`src/rtl/intv_sdram_port_bridge.sv`:
```
// Bridge between the ioctl download path / core read strobes and one
// toggle-handshake port of sdram_amr. Download bytes go through a small
// FIFO; core reads are queued one deep (newest address wins).
//
// Handshake: a request is launched by toggling sdr_req with sdr_addr,
// sdr_din and sdr_we already stable. It is complete on the first clock edge
// where sdr_ack == sdr_req. Those outputs stay unchanged until then. A new
// request is never launched while sdr_ack != sdr_req. This also absorbs a
// stale ack left over from before a reset.
module intv_sdram_port_bridge #(
  parameter int FIFO_DEPTH = 4,
  parameter int ADDR_W     = 22
) (
  input  logic              clk_sys,
  input  logic              reset_n,
  input  logic              download,
  input  logic              ioctl_wr,
  input  logic [24:0]       ioctl_addr,
  input  logic [7:0]        ioctl_dout,
  output logic              ioctl_wait,
  output logic              overflow,
  input  logic              rd_stb,
  input  logic [15:0]       rd_addr,
  output logic [15:0]       rd_data,
  output logic              rd_valid,
  output logic              idle,
  output logic [ADDR_W-1:0] sdr_addr,
  output logic [7:0]        sdr_din,
  output logic              sdr_we,
  output logic              sdr_req,
  input  logic              sdr_ack,
  input  logic [15:0]       sdr_dout,
  output logic [1:0]        dbg_state
);

  localparam int PW = (FIFO_DEPTH > 1) ? $clog2(FIFO_DEPTH) : 1;
  localparam int CW = PW + 1;
  localparam int EW = ADDR_W + 8;
  localparam logic [CW-1:0] DEPTH_C = CW'(FIFO_DEPTH);
  localparam logic [CW-1:0] WAIT_C  = CW'(FIFO_DEPTH - 1);

  typedef enum logic [1:0] {
    S_IDLE    = 2'd0,
    S_WR_BUSY = 2'd1,
    S_RD_BUSY = 2'd2
  } state_t;

  state_t            state_q;
  logic [EW-1:0]     mem_q [FIFO_DEPTH];
  logic [PW-1:0]     wr_ptr_q, rd_ptr_q;
  logic [CW-1:0]     cnt_q, cnt_d;
  logic              ioctl_wait_q, overflow_q, pending_q, idle_q, rd_valid_q;
  logic              sdr_we_q, sdr_req_q;
  logic [15:0]       rd_addr_q, rd_data_q;
  logic [ADDR_W-1:0] sdr_addr_q;
  logic [7:0]        sdr_din_q;
  logic              full, empty, push, pop, ack_match, issue_rd, stb_take;
  logic [EW-1:0]     head;
  logic              unused_addr_bits;

  assign unused_addr_bits = ^ioctl_addr;

  assign full      = (cnt_q == DEPTH_C);
  assign empty     = (cnt_q == '0);
  assign ack_match = (sdr_ack == sdr_req_q);
  assign push      = ioctl_wr & download & ~full;
  // Writes win: a read is only launched once the FIFO has fully drained.
  assign pop       = (state_q == S_IDLE) & ~empty & ack_match;
  assign issue_rd  = (state_q == S_IDLE) & empty & ack_match & pending_q & ~download;
  assign stb_take  = rd_stb & ~download;
  assign head      = mem_q[rd_ptr_q];

  // Occupancy after this edge, used for the registered back-pressure.
  always_comb begin
    cnt_d = cnt_q;
    if (push && !pop) cnt_d = cnt_q + CW'(1);
    else if (!push && pop) cnt_d = cnt_q - CW'(1);
  end

  // FIFO storage: {byte address, data byte} per entry.
  always_ff @(posedge clk_sys) begin
    if (push) mem_q[wr_ptr_q] <= {ioctl_addr[ADDR_W-1:0], ioctl_dout};
  end

  // FIFO pointers, count, back-pressure and sticky overflow.
  always_ff @(posedge clk_sys or negedge reset_n) begin
    if (!reset_n) begin
      wr_ptr_q     <= '0;
      rd_ptr_q     <= '0;
      cnt_q        <= '0;
      ioctl_wait_q <= 1'b0;
      overflow_q   <= 1'b0;
    end else begin
      if (push) wr_ptr_q <= wr_ptr_q + PW'(1);
      if (pop) rd_ptr_q <= rd_ptr_q + PW'(1);
      cnt_q        <= cnt_d;
      // Raised one entry early so a strobe already in flight still fits.
      ioctl_wait_q <= (cnt_d >= WAIT_C);
      if (ioctl_wr && download && full) overflow_q <= 1'b1;
    end
  end

  // Request sequencer with registered SDRAM-side outputs and read capture.
  always_ff @(posedge clk_sys or negedge reset_n) begin
    if (!reset_n) begin
      state_q    <= S_IDLE;
      sdr_addr_q <= '0;
      sdr_din_q  <= '0;
      sdr_we_q   <= 1'b0;
      sdr_req_q  <= 1'b0;
      rd_addr_q  <= '0;
      rd_data_q  <= '0;
      rd_valid_q <= 1'b0;
      pending_q  <= 1'b0;
      idle_q     <= 1'b1;
    end else begin
      rd_valid_q <= 1'b0;
      // A strobe landing on the same edge a read launches queues a new read.
      if (stb_take) begin
        rd_addr_q <= rd_addr;
        pending_q <= 1'b1;
      end else if (issue_rd) begin
        pending_q <= 1'b0;
      end
      case (state_q)
        S_IDLE: begin
          if (pop) begin
            sdr_addr_q <= head[EW-1:8];
            sdr_din_q  <= head[7:0];
            sdr_we_q   <= 1'b1;
            sdr_req_q  <= ~sdr_req_q;
            state_q    <= S_WR_BUSY;
          end else if (issue_rd) begin
            sdr_addr_q <= ADDR_W'({rd_addr_q, 1'b0});
            sdr_we_q   <= 1'b0;
            sdr_req_q  <= ~sdr_req_q;
            state_q    <= S_RD_BUSY;
          end
        end
        S_WR_BUSY: begin
          if (ack_match) state_q <= S_IDLE;
        end
        S_RD_BUSY: begin
          if (ack_match) begin
            rd_data_q  <= sdr_dout;
            rd_valid_q <= 1'b1;
            state_q    <= S_IDLE;
          end
        end
        default: state_q <= S_IDLE;
      endcase
      idle_q <= (state_q == S_IDLE) & empty & ~pending_q;
    end
  end

  assign ioctl_wait = ioctl_wait_q;
  assign overflow   = overflow_q;
  assign rd_data    = rd_data_q;
  assign rd_valid   = rd_valid_q;
  assign idle       = idle_q;
  assign sdr_addr   = sdr_addr_q;
  assign sdr_din    = sdr_din_q;
  assign sdr_we     = sdr_we_q;
  assign sdr_req    = sdr_req_q;
  assign dbg_state  = state_q;

endmodule
```
`config.mk`:
```
export PLATFORM = sky130hd
export DESIGN_NAME = intv_sdram_port_bridge
export DESIGN_NICKNAME = d
export VERILOG_FILES = /design/src/rtl/intv_sdram_port_bridge.sv
export SDC_FILE = /design/constraint.sdc
export NUM_CORES = 1
export LEC_CHECK = 0
export BUFFER_PORTS_ARGS = -buffer_cell sky130_fd_sc_hd__buf_2
export CAP_MARGIN = 25
export CELL_PAD_IN_SITES_DETAIL_PLACEMENT = 0
export CELL_PAD_IN_SITES_GLOBAL_PLACEMENT = 1
export CORE_MARGIN = 2
export CORE_UTILIZATION = 47
export DETAILED_ROUTE_END_ITERATION = 8
export HOLD_SLACK_MARGIN = 0.12
export PLACE_DENSITY = 0.77
export SLEW_MARGIN = 25
export SYNTH_ARGS = -nofsm -noshare
export SYNTH_HDL_FRONTEND = slang
export SYNTH_SLANG_ARGS = --single-unit
```
`constraint.sdc`:
```
create_clock -name clk_sys -period 5.1 [get_ports clk_sys]
set_input_delay 0.255 -clock clk_sys [delete_from_list [all_inputs] [get_ports clk_sys]]
set_output_delay 0.255 -clock clk_sys [all_outputs]
set_load 0.02 [all_outputs]
```
==> results.toml <==
[status]
outcome = "completed"

[floorplan]
dieArea_mm2 = 0.0172
num_io_pins = 125
rows = 46
core_mm2 = 0.0158
initial_utilization_pct = 47.9
fp.dieW_um = 131
die_height_um = 131

[global_routing]
grt_max_degree = 79
antenna_found_initial = 0
grt_pass1_wl_um = 23000
grt_remaining_overflow = 0
grt_pass1_vias = 4423
grt.total_usage_pct = 18.3

[drt]
drc = 0
routed_wl_um = 14600
routedWlPerCell_um = 17.3
viasPerCell = 5.02
drt_first_pass_iters = 4
vias = 4231
drtIter0Drc = 221
drtAntennaViolNets = 0

[sta]
whs_ns = 0.251
rsz0062_at_grt = "false"
tns_ns = 0
maxSlewHeadroom_pct = 31.4
fin_crit_ns = 3.05
drv_slew = 0
setup_violations = 0
period_share_pct = 59.8
tightest_slew_ns = 1.03
skew_ns = 0.00599
max_freq_mhz = 328
finalHoldViolCount = 0

[synth]
netlist.area_leader.share_pct = 47.5
ys_seq_elements = 198
synth_area_mm2 = 0.00758
synthFlopType = "edfxtp_1"
syn_area_per_cell_um2 = 17.8
synth_common_cells = "edfxtp_1 (120), dfrtp_1 (77), nand2_1 (53), mux2_2 (32), mux4_2 (30)"
synthTopCellsByArea = "edfxtp_1 (48%), dfrtp_1 (25%), mux4_2 (8.9%)"
synth_seq_area_share_pct = 73.3
synthesis.nets = 506
async_reset_ff_share_pct = 39.4
post-synth-top-count-cell = "edfxtp_1"
synth_edf_count = 120
syn_inst = 426
ys_warn_count = 0
synth.distinct_cells = 30
yosysTopAreaCell = "edfxtp_1"

[clock_tree]
cts-root-buf = "clkbuf_16"
htreeDepth = 4
clockBufferDepth = 2
numCtsBuffers = 17
cts.reportedPaths.clkPinSlew_ns = 0.06
cts.sinks = 198
tritoncts = "done"
insertion_delay_ns = 0.42

[layout]
n_antenna_cell = 0
nets = 693
drive_above_1_share_pct = 35.5
stdcell_count = 842
syn_to_final_growth_pct = 26.9
nFillCells = 1196
final_util_pct = 60.8

[critical_path]
worstSetupStartpointType = "flip-flop"
path_class = "reg2reg"
rrSetupSlack_ns = 2.05
arrival_ns = 3.34
cp-end-kind = "flip-flop"
required_ns = 5.39
crit_fanout = 34

[pwr]
total_power_mw = 5.30
p_leak_nw = 3.91
cellPowerDensity_mw_per_mm2 = 551
ir_worst_vdd_mv = 0.324

[worst_hold_path]
min_path_type = "in2reg"

[place]
gp_congestion = 0.694
dp_cells = 747
dp_hpwl_um = 8660
io_buffers = 121

[run]
cap_viol_max_count = 0
## cell type report
| cell class | instances | area, um2 | share of cell area (%) |
|---|---|---|---|
| repair buffers | 187 | 1260 | 13.1 |
| well taps | 216 | 270 | 2.81 |
| clock inverters | 8 | 98.8 | 1.03 |
| inverters | 9 | 33.8 | 0.351 |
| clock buffers | 24 | 472 | 4.90 |
| multi-input cells | 200 | 1920 | 20.0 |
| flip-flops and latches | 198 | 5560 | 57.8 |
## placed cells by master (no fill, tap or decap), types with 2 or more instances in the layout
cell type / n
nand2_1: 53
nand4_1: 2
mux4_2: 30
bufinv_16: 2
xnor2_1: 5
clkbuf_8: 2
dlygate4sd3_1: 63
o211ai_1: 2
dfrtp_1: 75
o21ai_0: 20
dfrtp_2: 2
clkinv_2: 2
buf_2: 120
mux2i_1: 17
and2_1: 2
mux2_2: 32
nor3_1: 2
ha_1: 9
buf_4: 3
inv_1: 9
clkbuf_16: 17
a21o_1: 3
nand3_1: 2
and3_2: 5
clkbuf_1: 5
inv_6: 2
edfxtp_1: 120
a22o_1: 7
## through the flow
stage / setup WS [ns] / instance area, um2
floorplan: 3.09 / 7580
finish: 2.05 / 9620
CTS: 2.05 / 9620
global route: 1.85 / 9620
detailed placement: 2.02 / 8420
global placement: 2.19 / 8410
## critical path, cell delays in order (launching register included)
cell      delay (ns)
dfrtp_1         0.41
inv_1           0.12
ha_1            0.24
nand2b_1        0.16
and3_2          0.89
o21ai_0         0.45
nand4_1         0.22
or4b_1          0.43
## flip-flops by register name, indices dropped and copies added (netlist names), 2 cells and up
name	count
cnt_q	3
dbg_state	2
mem_q	120
rd_addr_q	16
rd_data	16
rd_ptr_q	2
sdr_addr	22
sdr_din	8
wr_ptr_q	2
## cells by family after synthesis
logic type                 count (synthesis)  synth area share [%]
AOI/OAI and AO/OA                         32                  2.62
DFF                                      198                  73.3
and+or+nand+nor                           73                  4.24
buffers and inverters                     28                  1.52
xor gates and xnor gates                   7                 0.908
adders and majority gates                  9                  1.49
muxes                                     79                  15.9
## layer usage
| metal | track usage (%) | vias to the layer above | part of all wire, % |
|---|---|---|---|
| li1 | - | 1980 | - |
| met1 | 23.4 | 2102 | 43 |
| met2 | 30.8 | 132 | 50 |
| met3 | 5.21 | 17 | 5.8 |
| met4 | 5.44 | 0 | 1.2 |
| met5 | 0 | - | 0 |
## what timing repair did
item	4_1_cts	5_1_grt
hold buffers	63	0
buffers inserted	0	0
hold endpoints to repair	229	0
resized for setup	0	0
## power by group
part	internal [mW]	leakage, nW	switching (mW)
Sequential	2.07	2.04	0.225
Clock	0.749	0.277	0.541
Combinational	0.755	1.60	0.958
Total	3.57	3.91	1.72
## path summary, 6_finish.rpt
| path | cells after the start | from | end |
|---|---|---|---|
| worst max-delay path | 7 | cnt_q[0]$_DFF_PN0_ | ioctl_wait$_DFF_PN0_ |
| worst min-delay path | 4 | download | dbg_state[1]$_DFFE_PN0P_ |
| worst max register to register | 7 | cnt_q[0]$_DFF_PN0_ | ioctl_wait$_DFF_PN0_ |
| worst min register to register | 1 | pending_q$_DFFE_PN0P_ | idle$_DFF_PN1_ |
| max in group asynchronous | 2 | reset_n | rd_ptr_q[1]$_DFFE_PN0N_ |
| min in group asynchronous | 2 | reset_n | rd_data[6]$_DFFE_PN0P_ |
No activity file was read; power rests on OpenSTA's default activity.
